$ cat src/rtl/imm_enc_if.sv
// imm_enc_if: request/response bundle for the immediate encoder.
//
// Request side : in_valid, in_ready, ImmSel, immediate, base
// Response side: out_valid, out_ready, instruction, range_err
// Statistics   : enc_count, err_count (constant 0 unless the encoder is
//                built with IMM_ENC_STATS_EN)
//
// master: the requester / result consumer.
// slave : the encoder itself.
interface imm_enc_if #(
  parameter int DWIDTH    = 32,
  parameter int CNT_WIDTH = 16
);
  logic                 in_valid;
  logic                 in_ready;
  logic [2:0]           ImmSel;
  logic [DWIDTH-1:0]    immediate;
  logic [31:0]          base;
  logic                 out_valid;
  logic                 out_ready;
  logic [31:0]          instruction;
  logic                 range_err;
  logic [CNT_WIDTH-1:0] enc_count;
  logic [CNT_WIDTH-1:0] err_count;

  modport master (
    output in_valid, ImmSel, immediate, base, out_ready,
    input  in_ready, out_valid, instruction, range_err, enc_count, err_count
  );

  modport slave (
    input  in_valid, ImmSel, immediate, base, out_ready,
    output in_ready, out_valid, instruction, range_err, enc_count, err_count
  );
endinterface

$ cat src/rtl/imm_enc.sv
// imm_enc: RISC-V immediate encoder (inverse of the immediate generator).
//
// Scatters a 32-bit immediate into the immediate fields of the format
// selected by ImmSel, taking all other bits from the base template, and
// flags immediates that the format cannot represent. Two-stage valid/ready
// pipeline: S1 holds the encoded word, S2 is the output register.
//
// Ports:
//   clk  - clock, all state on the rising edge
//   rst  - synchronous active-high reset, discards in-flight entries
//   bus  - imm_enc_if.slave (request, response and statistics signals)
//
// Build option: define IMM_ENC_STATS_EN to build the saturating transfer
// and error counters; otherwise enc_count/err_count are tied to 0.
module imm_enc #(
  parameter int DWIDTH    = 32,
  parameter int CNT_WIDTH = 16
) (
  input  logic      clk,
  input  logic      rst,
  imm_enc_if.slave  bus
);

  localparam logic [2:0] SEL_I  = 3'd0;
  localparam logic [2:0] SEL_S  = 3'd1;
  localparam logic [2:0] SEL_SB = 3'd2;
  localparam logic [2:0] SEL_U  = 3'd3;
  localparam logic [2:0] SEL_UJ = 3'd4;
  localparam logic [2:0] SEL_SH = 3'd5;

  logic [DWIDTH-1:0] imm;
  logic [31:0]       tpl;
  logic [31:0]       enc_inst;
  logic              enc_err;

  logic              s1_valid_reg;
  logic [31:0]       s1_inst_reg;
  logic              s1_err_reg;
  logic              s2_valid_reg;
  logic [31:0]       s2_inst_reg;
  logic              s2_err_reg;

  logic              s2_adv;
  logic              s1_adv;
  logic              out_xfer;

  assign imm = bus.immediate;
  assign tpl = bus.base;

  // ---------------------------------------------------------------------
  // Field scatter and range check. Out-of-range values are still scattered
  // from their truncated bits so the caller sees exactly what was mapped.
  // A "sign run" check means every listed bit equals the top bit, i.e. the
  // value sign-extends cleanly from the format's immediate width.
  // ---------------------------------------------------------------------
  always_comb begin
    enc_inst = tpl;
    enc_err  = 1'b1;
    case (bus.ImmSel)
      SEL_I: begin
        enc_inst = {imm[11:0], tpl[19:0]};
        enc_err  = !((&imm[31:11]) || !(|imm[31:11]));
      end
      SEL_S: begin
        enc_inst = {imm[11:5], tpl[24:12], imm[4:0], tpl[6:0]};
        enc_err  = !((&imm[31:11]) || !(|imm[31:11]));
      end
      SEL_SB: begin
        enc_inst = {imm[12], imm[10:5], tpl[24:12], imm[4:1], imm[11], tpl[6:0]};
        enc_err  = imm[0] || !((&imm[31:12]) || !(|imm[31:12]));
      end
      SEL_U: begin
        enc_inst = {imm[31:12], tpl[11:0]};
        enc_err  = |imm[11:0];
      end
      SEL_UJ: begin
        enc_inst = {imm[20], imm[10:1], imm[11], imm[19:12], tpl[11:0]};
        enc_err  = imm[0] || !((&imm[31:20]) || !(|imm[31:20]));
      end
      SEL_SH: begin
        // funct7 in [31:25] distinguishes SRAI from SRLI, so it stays.
        enc_inst = {tpl[31:25], imm[4:0], tpl[19:0]};
        enc_err  = |imm[31:5];
      end
      default: begin
        enc_inst = tpl;
        enc_err  = 1'b1;
      end
    endcase
  end

  // ---------------------------------------------------------------------
  // Pipeline control. S2 can take a new value whenever it is empty or its
  // current value is leaving; S1 can take a request whenever it is empty or
  // its content is moving into S2. in_ready therefore reduces to
  // !s1_valid || !s2_valid || out_ready.
  // ---------------------------------------------------------------------
  assign s2_adv   = !s2_valid_reg || bus.out_ready;
  assign s1_adv   = !s1_valid_reg || s2_adv;
  assign out_xfer = s2_valid_reg && bus.out_ready;

  assign bus.in_ready    = s1_adv;
  assign bus.out_valid   = s2_valid_reg;
  assign bus.instruction = s2_inst_reg;
  assign bus.range_err   = s2_err_reg;

  always_ff @(posedge clk) begin
    if (rst) begin
      s1_valid_reg <= 1'b0;
      s1_inst_reg  <= '0;
      s1_err_reg   <= 1'b0;
    end else if (s1_adv) begin
      s1_valid_reg <= bus.in_valid;
      if (bus.in_valid) begin
        s1_inst_reg <= enc_inst;
        s1_err_reg  <= enc_err;
      end
    end
  end

  // Data only changes on a real load, so a drained S2 keeps its last word.
  always_ff @(posedge clk) begin
    if (rst) begin
      s2_valid_reg <= 1'b0;
      s2_inst_reg  <= '0;
      s2_err_reg   <= 1'b0;
    end else if (s2_adv) begin
      s2_valid_reg <= s1_valid_reg;
      if (s1_valid_reg) begin
        s2_inst_reg <= s1_inst_reg;
        s2_err_reg  <= s1_err_reg;
      end
    end
  end

  // ---------------------------------------------------------------------
  // Statistics: counter 0 counts every output transfer, counter 1 only the
  // transfers flagged with range_err. Both stick at all-ones.
  // ---------------------------------------------------------------------
`ifdef IMM_ENC_STATS_EN
  logic [1:0] cnt_inc;
  assign cnt_inc[0] = out_xfer;
  assign cnt_inc[1] = out_xfer && s2_err_reg;

  generate
    for (genvar gi = 0; gi < 2; gi++) begin : g_cnt
      logic [CNT_WIDTH-1:0] cnt_reg;
      always_ff @(posedge clk) begin
        if (rst) begin
          cnt_reg <= '0;
        end else if (cnt_inc[gi] && (cnt_reg != {CNT_WIDTH{1'b1}})) begin
          cnt_reg <= cnt_reg + CNT_WIDTH'(1);
        end
      end
    end
  endgenerate

  assign bus.enc_count = g_cnt[0].cnt_reg;
  assign bus.err_count = g_cnt[1].cnt_reg;
`else
  logic unused_xfer;
  assign unused_xfer   = out_xfer;
  assign bus.enc_count = '0;
  assign bus.err_count = '0;
`endif

endmodule
$ cat src/flat_wrapper.sv
// flat-port wrapper written by rule: the top's interface ports become plain ports
module imm_enc_flat 
#(
  parameter int DWIDTH    = 32,
  parameter int CNT_WIDTH = 16
)
  (clk, rst, bus_in_valid, bus_ImmSel, bus_immediate, bus_base, bus_out_ready, bus_in_ready, bus_out_valid, bus_instruction, bus_range_err, bus_enc_count, bus_err_count);
  imm_enc_if #(.DWIDTH(DWIDTH), .CNT_WIDTH(CNT_WIDTH)) bus_i ();
  input  logic clk;
  input  logic rst;
  input wire logic [$bits(bus_i.in_valid)-1:0] bus_in_valid;
  input wire logic [$bits(bus_i.ImmSel)-1:0] bus_ImmSel;
  input wire logic [$bits(bus_i.immediate)-1:0] bus_immediate;
  input wire logic [$bits(bus_i.base)-1:0] bus_base;
  input wire logic [$bits(bus_i.out_ready)-1:0] bus_out_ready;
  output wire logic [$bits(bus_i.in_ready)-1:0] bus_in_ready;
  output wire logic [$bits(bus_i.out_valid)-1:0] bus_out_valid;
  output wire logic [$bits(bus_i.instruction)-1:0] bus_instruction;
  output wire logic [$bits(bus_i.range_err)-1:0] bus_range_err;
  output wire logic [$bits(bus_i.enc_count)-1:0] bus_enc_count;
  output wire logic [$bits(bus_i.err_count)-1:0] bus_err_count;
  assign bus_i.in_valid = bus_in_valid;
  assign bus_i.ImmSel = bus_ImmSel;
  assign bus_i.immediate = bus_immediate;
  assign bus_i.base = bus_base;
  assign bus_i.out_ready = bus_out_ready;
  assign bus_in_ready = bus_i.in_ready;
  assign bus_out_valid = bus_i.out_valid;
  assign bus_instruction = bus_i.instruction;
  assign bus_range_err = bus_i.range_err;
  assign bus_enc_count = bus_i.enc_count;
  assign bus_err_count = bus_i.err_count;
  imm_enc #(.DWIDTH(DWIDTH), .CNT_WIDTH(CNT_WIDTH)) u_core (.clk(clk), .rst(rst), .bus(bus_i));
endmodule
$ cat config.mk
export PLATFORM = sky130hd
export DESIGN_NAME = imm_enc_flat
export DESIGN_NICKNAME = d
export VERILOG_FILES = /design/src/rtl/imm_enc_if.sv /design/src/rtl/imm_enc.sv /design/src/flat_wrapper.sv
export SDC_FILE = /design/constraint.sdc
export NUM_CORES = 1
export LEC_CHECK = 0
export CAP_MARGIN = 20
export CORE_MARGIN = 2
export CORE_UTILIZATION = 46
export CTS_BUF_LIST = sky130_fd_sc_hd__clkbuf_4 sky130_fd_sc_hd__clkbuf_8 sky130_fd_sc_hd__clkbuf_16
export CTS_CLUSTER_SIZE = 12
export DETAILED_ROUTE_END_ITERATION = 12
export GPL_TIMING_DRIVEN = 0
export PLACE_DENSITY_LB_ADDON = 0.08
export SETUP_SLACK_MARGIN = 0.5
export SLEW_MARGIN = 20
export SYNTH_ARGS = -nofsm -noshare
export SYNTH_HDL_FRONTEND = slang
export SYNTH_SLANG_ARGS = --single-unit
$ cat constraint.sdc
create_clock -name clk -period 4.4 [get_ports clk]
set_input_delay 0.88 -clock clk [delete_from_list [all_inputs] [get_ports clk]]
set_output_delay 0.88 -clock clk [all_outputs]
set_load 0.005 [all_outputs]
# [Word-level counts from Yosys, hierarchy flattened]
# Index checks and enable logic that the tools add are counted.
[op_classes] n_addsub=0 n_mul=0 div_mod_pow=0 n_lt_le_gt_ge=0 n_eq_ne=5 n_shift=0 mux=2 bitwise_logic=0 n_reduce_logical=27
[op_table] cell="case mux 32 bit (6 select lines)" n=1
[op_table] cell="OR reduction 27 bit" n=1
[op_table] cell="OR reduction 12 bit" n=2
[op_table] cell="AND reduction 21 bit" n=1
[op_table] cell="OR reduction 21 bit" n=1
[op_table] cell="AND reduction 20 bit" n=1
[op_table] cell="OR reduction 20 bit" n=1
[op_table] cell="AND reduction 12 bit" n=1
[op_table] cell="zero test 1 bit" n=8
[op_table] cell="logical OR 1 bit" n=7
[op_table] cell="== test 3 x 2 -> 1 bit (second input constant)" n=2
[op_table] cell="== test 3 bit (second input constant)" n=2
[op_table] cell="case mux 1 bit (5 select lines)" n=1
[op_table] cell="AND reduction 2 bit" n=2
[op_table] cell="== test 3 x 1 -> 1 bit (second input constant)" n=1
[op_table] cell="zero test 3 bit" n=1
[op_table] cell="OR reduction 2 bit" n=1
[totals] ff_bits=68 latchBits=0 ramBits=0 romBits=0 in_bits=71 out_inout_bits=67 word_cells=40 memories=0

# [Depth between registers and ports, before layout]
# Gate-level depths: netlist (run 1).
[logic_depth] word_depth=6 depth_mapped=7 ltp_nobuf=5

# [Worst setup path before layout (run 1)]
# Ideal clock, no wire load.
[synth_timing] kind="input -> register" from="input bus_ImmSel[2]" to="register u_core.s1_inst_reg[13]" setup_ps=142 arrival_time_ps=1885 t_required_ps=4258 slack_ps=2373 stages=7 n_path_buf=2 path_cell_list="buf_4 > nand2b_1 > buf_6 > nor2_4 > a21oi_4 > mux2i_1 > a211oi_2"
[synth_via] elab_chain_len=2 word_cells_on_any_way=7 cone_classes="eq/ne: 5; mux: 1; reduce/logical: 1"
[synth_rtl] item="start, declared" line="flat_wrapper.sv:12" rtl="input wire logic [$bits(bus_i.ImmSel)-1:0] bus_ImmSel;"
[synth_rtl] item="== test 3 bit, or another cell as far along" line="imm_enc.sv:59" rtl="case (bus.ImmSel)"
[synth_rtl] item="case mux 32 bit (6 select lines) (*)" line="imm_enc.sv:59"
[synth_rtl] item="end signal, assigned" line="imm_enc.sv:115" rtl="s1_inst_reg <= enc_inst;"
[synth_rtl] item="end, declared" line="imm_enc.sv:37" rtl="logic [31:0] s1_inst_reg;"
# Mark *: on every way between the ends. The rest lies on a longest branch, timed or not.
# A chain may end at the register's enable or synchronous reset.

# [Final worst setup path (run 1)]
[layout_timing] from="input bus_out_ready" to="output bus_in_ready"
[layout_via] elab_chain_len=2
[layout_rtl] item="start, declared" line="flat_wrapper.sv:15" rtl="input wire logic [$bits(bus_i.out_ready)-1:0] bus_out_ready;"
[layout_rtl] item="logical OR 1 bit" line="imm_enc.sv:98" rtl="assign s2_adv = !s2_valid_reg || bus.out_ready;"
[layout_rtl] item="logical OR 1 bit" line="imm_enc.sv:99" rtl="assign s1_adv = !s1_valid_reg || s2_adv;"
[layout_rtl] item="end, declared" line="flat_wrapper.sv:16" rtl="output wire logic [$bits(bus_i.in_ready)-1:0] bus_in_ready;"
# No other way between the ends.

==> flow_metrics.env, run 1 <==
export IMPL_clock_latency_ps=330
export IMPL_crit_type="input port to output pin"
export IMPL_cp_required_ps=3520
export IMPL_cap_violations=0
export IMPL_cts_tree="yes"
export IMPL_core_um2=6869
export IMPL_drc=0
export IMPL_gp_congestion=0.8909
export IMPL_critPathLaunchType="input port"
export IMPL_slowest_delay_ps=540
export IMPL_multiInputGateArea_um2=1687
export IMPL_min_period_over_period_pct=68.11
export IMPL_antenna_found_initial=0
export IMPL_synth_seq_cells=68
export IMPL_drive_gt1_share_pct=12.11
export IMPL_area_delta_synth_final_pct=44.65
export IMPL_tns_ps=0
export IMPL_finalHoldViolations=0
export IMPL_cts_sinks=68
export IMPL_yosys_top_cells_area="dfxtp_1 41%, nand2_1 12%, a21oi_1 8.6%, buf_4 7.5%, mux2i_1 3.9%"
export IMPL_ir_drop_mv=0.1725
export IMPL_synth_warnings=0
export IMPL_synthAdderAreaFrac_pct=0
export IMPL_worst_pin_slew_ps=634.8
export IMPL_drt_iter0_drc=148
export IMPL_syn_avg_cell_area_um2=7.880
export IMPL_diodes=0
export IMPL_powerDensity_nw_per_um2=306.4
export IMPL_routedWlPerCell_um=13.55
export IMPL_ant_nets=0
export IMPL_synth_most_common_cell="nand2_1"
export IMPL_ys_top_cells_by_count="105 x nand2_1, 68 x dfxtp_1, 57 x a21oi_1"
export IMPL_synthArstFlopShare_pct=0
export IMPL_crit_chain="clkdlybuf4s50_1, nand3b_1, clkdlybuf4s50_1"
export IMPL_outcome="finished clean"
export IMPL_leakage_uw=0.001878
export IMPL_crit_path_end_kind="output pin"
export IMPL_vias=3362
export IMPL_cts_hold_buf=0
export IMPL_synth_cell_types=40
export IMPL_grt_use_total_pct=23.07
export IMPL_arrival_ps=2120
export IMPL_dieArea_um2=7889
export IMPL_die_h_um=88.82
export IMPL_setup_violations=0
export IMPL_postCtsSetupRepairBufs=0
export IMPL_synth_top_family_by_area="compound AO/OA/AOI/OAI gates"
export IMPL_die_x_um=88.82
export IMPL_synth_cells=420
export IMPL_io_pins=138
export IMPL_io_buffers=103
export IMPL_yosys_area_share_simple_pct=21.13
export IMPL_synthXorXnorAreaFrac_pct=0.7940
export IMPL_hp_class="flip-flop to flip-flop"
export IMPL_synth_edff_count=0
export IMPL_synth_top_cell_area_share_pct=41.13
export IMPL_num_rows=30
export IMPL_rsz0062_at_grt="no"
export IMPL_grt_pass1_vias=3079
export IMPL_cts_buffers=9
export IMPL_seq_area_frac_synth_pct=41.13
export IMPL_grt_ovfl_total=0
export IMPL_cts_buffer_depth=2
export IMPL_dr_pass1_iters=7
export IMPL_synthMuxAreaShare_pct=3.932
export IMPL_yosysTopAreaCell="dfxtp_1"
export IMPL_max_freq_ghz=0.3337
export IMPL_clk_pin_slew_worst_paths_ps=70
export IMPL_via_per_inst=5.048
export IMPL_cts_max_level=3
export IMPL_n_fill_cell=593
export IMPL_synth_compound_area_share_pct=21.47
export IMPL_dp_hpwl_mm=7.134
export IMPL_critPathMostFrequentCell="clkdlybuf4s50_1"
export IMPL_nNetsFinal=636
export IMPL_crit_slowest_cell="clkdlybuf4s50_1"
export IMPL_maxSlewViolCount=0
export IMPL_crit_fanout=4
export IMPL_finalCriticalPeriod_ps=2997
export IMPL_grt_first_pass_wirelength_mm=14.09
export IMPL_initial_utilization_pct=48.18
export IMPL_final_util_pct=69.69
export IMPL_synthFlopType="dfxtp_1"
export IMPL_syn_area_um2=3309
export IMPL_grt_max_degree=13
export IMPL_routed_wl_mm=9.027
export IMPL_fin_skew_ps=7.140
export IMPL_max_slew_margin_pct=57.68
export IMPL_seq_area_um2=1361
export IMPL_postCtsResizedCells=0
export IMPL_root_buffer="clkbuf_8"
power by group:
part	total (uW)	switching [uW]	internal, uW
logic	272	130	142
registers	668	18.9	649
clock network	527	234	294
total	1470	382	1080
worst max-delay path: cells and delay by family:
kind                   cells  cell delay [ps]
buffers and inverters      2             1030
and+or+nand+nor            1              210
final timing paths:
path | startpoint | endpoint | slack, ps | cells past startpoint
min | u_core.s1_inst_reg[22] | u_core.bus.instruction[22] | 450 | 2
max | bus_out_ready | bus_in_ready | 1400 | 3
min reg2reg | u_core.s1_inst_reg[22] | u_core.bus.instruction[22] | 450 | 2
max reg2reg | u_core.bus.out_valid | u_core.bus.instruction[23] | 2710 | 6
through the flow:
step	cells	total power, uW	setup WS, ps	cell area, um2	hold WS, ps
floorplan	451	821.8	2373	3426	428.7
global placement	650	945.1	1412	4577	437.8
detailed placement	650	949.7	1414	4577	443.0
CTS	666	1470	1407	4787	448.5
global route	666	1526	1368	4787	471.5
finish	666	1467	1403	4787	451.9
placed cells by master (no fill, tap or decap), types with 2 or more instances in the layout:
cell | Yosys | final
a211oi_1 | 5 | 5
a211oi_2 | 8 | 8
a21oi_1 | 57 | 57
a221oi_1 | 2 | 2
a22o_1 | 7 | 7
a22oi_1 | 7 | 7
buf_1 | 3 | 3
buf_2 | 8 | 8
buf_4 | 33 | 33
clkbuf_1 | 15 | 15
clkbuf_8 | 0 | 11
clkdlybuf4s50_1 | 0 | 103
clkinvlp_4 | 0 | 2
conb_1 | 1 | 32
dfxtp_1 | 68 | 68
inv_1 | 3 | 3
mux2i_1 | 13 | 13
nand2_1 | 105 | 105
nand2b_1 | 2 | 2
nand4_1 | 6 | 6
nor2_1 | 30 | 30
nor2b_1 | 5 | 5
nor3_1 | 3 | 3
nor4_1 | 5 | 5
o211ai_1 | 2 | 2
o21ai_0 | 7 | 7
o221ai_1 | 5 | 5
or4_1 | 3 | 3
xnor2_1 | 3 | 3
logic make-up after synthesis:
family | after synthesis
DFF | 68
and+or+nand+nor | 165
xor gates and xnor gates | 3
muxes | 13
buffers and inverters | 63
other | 1
AOI/OAI and AO/OA | 107
routing by layer:
layer  vias to the layer above  part of all wire, %  routed length [um]  track usage, %
met3                        16                  8.7                 781           4.384
met1                      1506                   44                4005           30.31
met4                         0                  1.8                 160           8.815
li1                       1671                    -                   -               -
met2                       169                   45                4080           37.52
met5                         -                    0                   0               0
area by class of cell:
class | count | share of cell area (%)
inverters | 3 | 0.2352
plain buffers | 60 | 7.658
flip-flops and latches | 68 | 28.44
multi-input cells | 320 | 35.23
clock inverters | 5 | 1.228
clock buffers | 11 | 3.163
repair buffers | 103 | 21.54
well taps | 96 | 2.509
No activity file was read; power rests on OpenSTA's default activity.
==> run 2: changes to the inputs <==
- CORE_UTILIZATION: 46 -> 43
- clock period: 4.4 -> 3.1 ns (I/O delays scaled with it)
==> run 2 against run 1 <==
  * Register-to-register slack lost 1300 ps
  * Final cell count increased by 0.45%
  * Sequential power grew 42%
  * Critical path type unchanged
  * Largest power group unchanged
==> flow_metrics.env, run 2 (synthesis results as in run 1) <==
export IMPL_outcome="finished clean"
export IMPL_worst_pin_slew_ps=665.0
export IMPL_critPathMostFrequentCell="clkdlybuf4s50_1"
export IMPL_ir_drop_mv=0.2011
export IMPL_cts_sinks=68
export IMPL_postCtsResizedCells=0
export IMPL_via_per_inst=4.859
export IMPL_nNetsFinal=636
export IMPL_drive_gt1_share_pct=12.11
export IMPL_leakage_uw=0.001881
export IMPL_dr_pass1_iters=4
export IMPL_routedWlPerCell_um=13.21
export IMPL_grt_first_pass_wirelength_mm=14.41
export IMPL_cp_required_ps=2480
export IMPL_maxSlewViolCount=0
export IMPL_grt_pass1_vias=3014
export IMPL_tns_ps=0
export IMPL_crit_chain="clkdlybuf4s50_1, nand3b_1, clkdlybuf4s50_1"
export IMPL_arrival_ps=1860
export IMPL_max_freq_ghz=0.4039
export IMPL_finalCriticalPeriod_ps=2476
export IMPL_root_buffer="clkbuf_8"
export IMPL_gp_congestion=0.9164
export IMPL_whs_path_depth=2
export IMPL_crit_slowest_cell="clkdlybuf4s50_1"
export IMPL_hold_start="u_core.bus.instruction[3]"
export IMPL_clock_latency_ps=340
export IMPL_initial_utilization_pct=44.91
export IMPL_fin_skew_ps=5.271
export IMPL_grt_use_total_pct=21.43
export IMPL_dp_cells=653
export IMPL_io_buffers=103
export IMPL_io_pins=138
export IMPL_grt_max_degree=12
export IMPL_cpLargestDelayFamily="buffers and inverters"
export IMPL_min_period_over_period_pct=79.87
export IMPL_setup_violations=0
export IMPL_cts_buffer_depth=2
export IMPL_critPathLaunchType="input port"
export IMPL_hp_class="flip-flop to flip-flop"
export IMPL_postCtsSetupRepairBufs=0
export IMPL_vias=3251
export IMPL_die_h_um=91.73
export IMPL_core_um2=7370
export IMPL_cts_tree="yes"
export IMPL_finalHoldViolations=0
export IMPL_r2r_setup_slack_ps=1420
export IMPL_dp_hpwl_mm=6.953
export IMPL_clk_pin_slew_worst_paths_ps=70
export IMPL_final_cell_mix="105 x nand2_1, 103 x clkdlybuf4s50_1, 68 x dfxtp_1"
export IMPL_finalNonFillerCells=669
export IMPL_rsz0062_at_grt="no"
export IMPL_crit_type="input port to output pin"
export IMPL_area_delta_synth_final_pct=44.65
export IMPL_cts_hold_buf=0
export IMPL_hold_path_end="u_core.bus.instruction[3]"
export IMPL_num_rows=31
export IMPL_die_x_um=91.73
export IMPL_ant_nets=0
export IMPL_final_util_pct=64.96
export IMPL_fin_ws_ps=624.1
export IMPL_slowest_delay_ps=540
export IMPL_layout_commonest_cell="nand2_1"
export IMPL_grt_ovfl_total=0
export IMPL_crit_fanout=4
export IMPL_dieArea_um2=8414
export IMPL_crit_path_start="bus_out_ready"
export IMPL_cts_max_level=3
export IMPL_drt_iter0_drc=139
export IMPL_cap_violations=0
export IMPL_max_slew_margin_pct=55.67
export IMPL_drc=0
export IMPL_powerDensity_nw_per_um2=432.8
export IMPL_rr_worst_depth=6
export IMPL_crit_path_end_kind="output pin"
export IMPL_cts_buffers=9
export IMPL_routed_wl_mm=8.840
export IMPL_regToRegStartpoint="u_core.bus.out_valid"
export IMPL_pre_cts_slack_ps=637.6
export IMPL_rr_endpoint="u_core.bus.instruction[29]"
export IMPL_antenna_found_initial=0
export IMPL_diodes=0
export IMPL_cp_num_buf_inv=2
## run 2: how the worst max path moves through the flow
stage,to,slack [ps],cells after the start
final,bus_in_ready,620,3
after floorplan,u_core.s1_inst_reg[13],1330,7
after global routing,bus_in_ready,540,3
after CTS,bus_in_ready,630,3
after detailed placement,bus_in_ready,640,3
after global placement,bus_in_ready,640,3
## run 2: cell type report
type / count / area [um2]
fillers: 666 / 2582
well taps: 99 / 123.9
clock buffers: 12 / 158.9
clock inverters: 4 / 47.55
inverters: 3 / 11.26
flip-flops and latches: 68 / 1361
multi-input cells: 320 / 1687
repair buffers: 103 / 1031
plain buffers: 60 / 366.6
## run 2: report_power, final
| part | internal (uW) | total [uW] | switching (uW) |
|---|---|---|---|
| sequential | 921 | 947 | 25.8 |
| clock | 422 | 742 | 320 |
| combinational | 202 | 383 | 181 |
## run 2: routing by layer
| layer | track usage (%) | up-vias | part of all wire [%] |
|---|---|---|---|
| li1 | - | 1676 | - |
| met1 | 30.54 | 1430 | 47 |
| met2 | 32.23 | 137 | 44 |
| met3 | 3.615 | 8 | 7.6 |
| met4 | 8.458 | 0 | 1.2 |
| met5 | 0 | - | 0 |
## run 2: worst reg2reg max path: cells and delay by family, from the launching register on
| kind | cells | cell delay, ps |
|---|---|---|
| AO/OA/AOI/OAI | 1 | 150 |
| buffers and inverters | 2 | 600 |
| flip-flops | 1 | 350 |
| AND/OR/NAND/NOR | 3 | 510 |
## run 2: stage by stage
| stage | cell area (um2) | power (uW) | hold WS [ps] |
|---|---|---|---|
| 6_report | 4787 | 2072 | 452.4 |
| 2_1_floorplan | 3426 | 1166 | 428.7 |
| 3_5_place_dp | 4581 | 1346 | 444.6 |
| 4_1_cts | 4787 | 2088 | 452.5 |
| 3_3_place_gp | 4581 | 1341 | 437.8 |
| 5_1_grt | 4787 | 2175 | 469.3 |
==> run 3: changes to the inputs <==
- CORE_UTILIZATION: 43 -> 39
- clock period: 3.1 -> 2.05 ns (I/O delays scaled with it)
==> run 3 against run 2 <==
  * Combinational power grew 57%
  * Sequential share of layout area is 0.84 points lower
  * Routed wire length grew 7.6%
  * Non-clock buffer count is 2 higher
  * Critical endpoint is now u_core.s1_err_reg
==> flow_metrics.env, run 3 (synthesis results as in run 1) <==
export IMPL_pre_cts_slack_ps=-152.6
export IMPL_cts_buffer_depth=2
export IMPL_clock_latency_ps=340
export IMPL_rsz0062_at_grt="no"
export IMPL_via_per_inst=4.926
export IMPL_powerDensity_nw_per_um2=618.6
export IMPL_num_rows=33
export IMPL_crit_type="input port to flip-flop"
export IMPL_routed_wl_mm=9.513
export IMPL_ir_drop_mv=0.3152
export IMPL_leakage_uw=0.002299
export IMPL_final_util_pct=60.65
export IMPL_cts_hold_buf=0
export IMPL_cts_tree="yes"
export IMPL_crit_slowest_cell="or4_4"
export IMPL_setup_violations=0
export IMPL_max_freq_ghz=0.6602
export IMPL_grt_pass1_vias=3097
export IMPL_min_period_over_period_pct=73.89
export IMPL_grt_use_total_pct=20.82
export IMPL_final_cell_mix="104 x nand2_1, 57 x dfxtp_1, 56 x a21oi_1"
export IMPL_layout_commonest_cell="nand2_1"
export IMPL_die_h_um=96.12
export IMPL_hold_start="u_core.s1_inst_reg[20]"
export IMPL_core_um2=8217
export IMPL_drc=0
export IMPL_placed_area_um2=4601
export IMPL_dieArea_um2=9238
export IMPL_cts_sinks=68
export IMPL_io_buffers=103
export IMPL_grt_first_pass_wirelength_mm=14.68
export IMPL_outcome="finished clean"
export IMPL_crit_path_end_kind="flip-flop"
export IMPL_critPathLaunchType="input port"
export IMPL_nNetsFinal=638
export IMPL_diodes=0
export IMPL_gp_congestion=0.9029
export IMPL_antenna_found_initial=0
export IMPL_cap_violations=0
export IMPL_dp_cells=659
export IMPL_grt_ovfl_total=0
export IMPL_worst_pin_slew_ps=670.8
export IMPL_hp_class="flip-flop to flip-flop"
export IMPL_finalHoldWorstSlack_ps=447.8
export IMPL_finalCriticalPeriod_ps=1515
export IMPL_finalHoldViolations=0
export IMPL_drive_gt1_share_pct=19.79
export IMPL_finalNonFillerCells=676
export IMPL_root_buffer="clkbuf_8"
export IMPL_arrival_ps=1720
export IMPL_crit_chain="dlygate4sd2_1, or4_4, nor2_4, a22oi_1, o2111ai_1, nand3_1"
export IMPL_routedWlPerCell_um=14.07
export IMPL_design_area_um2=4984
export IMPL_regToRegStartpoint="u_core.s1_valid_reg"
export IMPL_clk_pin_slew_worst_paths_ps=70
export IMPL_die_x_um=96.12
export IMPL_crit_fanout=3
export IMPL_cp_required_ps=2260
export IMPL_ant_nets=0
export IMPL_rr_endpoint="u_core.s1_err_reg"
export IMPL_rr_worst_depth=6
export IMPL_hold_path_end="u_core.bus.instruction[20]"
export IMPL_max_slew_margin_pct=55.28
export IMPL_io_pins=138
export IMPL_dr_pass1_iters=5
export IMPL_whs_path_depth=2
export IMPL_initial_utilization_pct=40.28
export IMPL_dp_hpwl_mm=7.188
export IMPL_area_delta_synth_final_pct=50.59
export IMPL_crit_path_start="bus_immediate[13]"
export IMPL_r2r_setup_slack_ps=600
export IMPL_slowest_delay_ps=530
export IMPL_fin_ws_ps=535.3
export IMPL_cts_buffers=9
export IMPL_cts_max_level=3
export IMPL_vias=3330
export IMPL_fin_skew_ps=4.674
export IMPL_drt_iter0_drc=167
export IMPL_grt_max_degree=11
export IMPL_maxSlewViolCount=0
[run 3: changes by cell type in the layout (fill, tap and decap cells not counted), moves of 5 or more]
cell,change
clkdlybuf4s50_1,-65
dlygate4sd2_1,+42
dlymetal6s2s_1,+19
dfxtp_1,-11
dfxtp_2,+11
clkbuf_1,-8
buf_4,+7
buf_2,-5
clkbuf_2,+5
[run 3: timing repair]
action,in CTS,in global routing
setup endpoints to repair,98,64
resized for setup,94,42
setup buffers,2,0
pin swaps,10,18
[run 3: how the worst max path moves through the flow]
stage,endpoint,slack (ps),cells after the start
6_report,u_core.s1_err_reg,540,6
3_3_place_gp,u_core.s1_inst_reg[12],-160,7
3_5_place_dp,u_core.s1_inst_reg[15],-150,7
4_1_cts,bus_in_ready,390,3
5_1_grt,u_core.s1_err_reg,500,6
2_1_floorplan,u_core.s1_inst_reg[13],500,7
[run 3: where the power goes]
part           internal [uW]  switching, uW
sequential              1390           40.1
combinational            306            295
clock                    577            470
[run 3: routing by layer]
layer  GRT usage (%)  vias up  part of all wire [%]
met1           27.38     1492                    45
met4           8.333        0                   1.9
met3           3.915       15                   7.5
met2           33.56      149                    46
met5               0        -                     0
li1                -     1674                     -
[run 3: stage by stage]
step | total power [uW] | setup TNS [ps]
6_report | 3083 | 0
2_1_floorplan | 1765 | 0
4_1_cts | 3088 | 0
5_1_grt | 3221 | 0
3_3_place_gp | 2032 | -1861
3_5_place_dp | 2040 | -2612
[run 3: final cells by class]
cell class	instances	area [um2]
multi-input combinational	320	1815
clock inverter	1	5.005
buffer	60	412.9
clock buffer	14	186.4
fill	762	3233
sequential	68	1375
tap	105	131.4
timing repair buffer	105	1044
inverter	3	13.76
[run 3: critical path: cells and delay by family]
kind | cells | cell delay, ps
AO/OA/AOI/OAI | 2 | 290
AND/OR/NAND/NOR | 3 | 760
buffers and inverters | 1 | 260
==> RTL edit: new RTL, config.mk and constraints of run 3 <==
Add a define of `IMM_ENC_STATS_EN`.
--- a/src/rtl/imm_enc.sv
+++ b/src/rtl/imm_enc.sv
@@ -13,4 +13,6 @@
 // Build option: define IMM_ENC_STATS_EN to build the saturating transfer
 // and error counters; otherwise enc_count/err_count are tied to 0.
+`define IMM_ENC_STATS_EN
+
 module imm_enc #(
   parameter int DWIDTH    = 32,
Behaviour: not the same (Yosys sat finds a counterexample within 4 cycles, from zero or initial values and one cycle with rst high).
==> RTL edit against run 3 <==
- wire length up 56%
- power grew 39%
- global-route usage grew 1.8 points
- worst setup slack got worse by 130 ps
- synthesized area grew 42%
- core utilization grew 1.5 points
- maximum frequency shrank 7.9%
- sequential cell count grew 32
- final area increased by 49%
- highest routed layer unchanged
==> RTL edit: results (changes against run 3) <==
metric;value;unit;change
status;finished, final reports clean;;unchanged
hpwl dp;10.8;mm;was 7.19 mm
Syn Nets;659;;
ant diodes;0;;unchanged
Finish-stage setup viols;0;;unchanged
Area contributors post-synth;dfxtp_1, nand2_1, a21oi_1;;unchanged
post-synth cell types;53;;was 40
P_int;3.12;mW;was 2.28 mW
largest net degree at the start of global routing;19;;was 11
Bufs on Longest Clock Path;2;;unchanged
Leakage;3.17;nW;was 2.30 nW
GRT Total Usage;22.6;%;was 20.8%
Min-Delay Path Class;in -> reg;;was reg -> reg
Worst VDD drop;453;uV;was 315 uV
global-route wire length before repair;23.5;mm;was 14.7 mm
Slew headroom;73.0;%;was 55.3%
Seq/Total Area, Yosys;42.5;%;was 41.1%
vias in the first global route;4779;;was 3097
commonest cells in the netlist;nand2_1, dfxtp_1, nor2_1;;was nand2_1, dfxtp_1, a21oi_1
drt initial violations;189;;was 167
Buffers on Ports;137;;was 103
clock root cell;clkbuf_16;;was clkbuf_8
Setup Skew;9.06;ps;was 4.67 ps
Nets;859;;was 638
clk slew on worst S/H paths;70;ps;about the same
Vias/cell;5.28;;was 4.93
crit path DAT;1870;ps;was 1720 ps
drt wl/cell;15.8;microns;was 14.1 microns
antenna violations before repair;0;;unchanged
Filler Cell Count;1061;;was 762
critical path peak fanout;4;;was 3
layout cells sized above 1;25.9;%;was 19.8%
Final GP Congestion;0.882;;was 0.903
Slew Viols, Final;0;;unchanged
Placed Instance Area;6310;sq um;was 4600 sq um
Num CTS Buffers;9;;unchanged
==> RTL edit: cell types whose count changed after synthesis, moves of 8 or more <==
cell             run 3  this run
a211oi_1             5        15
a211oi_2             8         0
buf_4               33         1
clkbuf_1            15        26
dfxtp_1             68       100
nand3_1              1        13
nor2_1              30        65
nor3_1               3        11
nor4_1               5        16
xnor2_1              3        17
==> RTL edit: final cells by class <==
class                           count  area [sq um]  area share, %
Inverter                            4          15.0          0.203
Sequential cell                   100          2110           28.5
Tap cell                          147           184           2.48
Multi-Input combinational cell    442          2830           38.2
Buffer                             40           255           3.45
Clock buffer                        9           225           3.04
Timing Repair Buffer              189          1730           23.3
Clock inverter                      7          60.1          0.811
==> RTL edit: cell families after synthesis <==
kind of cell / after synthesis / share of synthesized area (%)
XOR/XNOR: 23 / 4.28
buffers and inverters: 44 / 3.90
adder cells (fa/ha/maj): 2 / 0.531
AO/OA/AOI/OAI: 126 / 16.9
flip-flops: 100 / 42.5
multiplexers: 15 / 3.35
AND/OR/NAND/NOR: 276 / 28.5
==> RTL edit: final timing paths <==
| check | startpoint | endpoint | slack [ps] | depth (start not counted) |
|---|---|---|---|---|
| hold reg to reg | u_core.bus.instruction[16] | u_core.bus.instruction[16] | 450 | 2 |
| hold / removal | bus_out_ready | u_core.bus.out_valid | 440 | 4 |
| setup reg to reg | u_core.bus.err_count[4] | u_core.bus.err_count[15] | 400 | 6 |
| setup / recovery | u_core.bus.err_count[4] | u_core.bus.err_count[15] | 400 | 6 |
==> RTL edit: power by group through the flow <==
stage / combinational, mW / sequential [mW] / clock [mW]
after floorplan: 0.272 / 2.09 / 0
after global placement: 0.568 / 2.10 / 0
after detailed placement: 0.572 / 2.10 / 0
after CTS: 0.580 / 2.03 / 1.66
after global routing: 0.657 / 2.04 / 1.75
final: 0.599 / 2.03 / 1.64
==> RTL edit: through the flow <==
step	setup slack (ps)	power, mW	util, %	instances	hold WS [ps]
floorplan	467	2.36	-	586	432
detailed placement	-344	2.67	53.0	870	448
global route	324	4.44	62.2	938	447
finish	405	4.27	62.2	938	444
CTS	424	4.27	59.1	918	452
global placement	-348	2.66	53.0	870	439
==> RTL edit: worst max-delay path, stage by stage, from the launching register on <==
cell	delay, ps
dfxtp_4	370
buf_6	110
nand4_4	110
nor4_4	390
nor3_2	80
nor3b_2	170
mux2_4	290
==> RTL edit: timing repair <==
item | 4_1_cts | 5_1_grt
cloned | 0 | 0
gates resized for setup | 195 | 78
endpoints found under the setup margin | 167 | 82
pin swaps | 14 | 30
buffers inserted | 32 | 20
==> RTL edit: routing by layer <==
layer | GRT usage [%] | wire length [microns]
met5 | 0 | 0
met1 | 29.2 | 6650
met3 | 3.77 | 734
met2 | 38.6 | 7160
met4 | 7.32 | 266
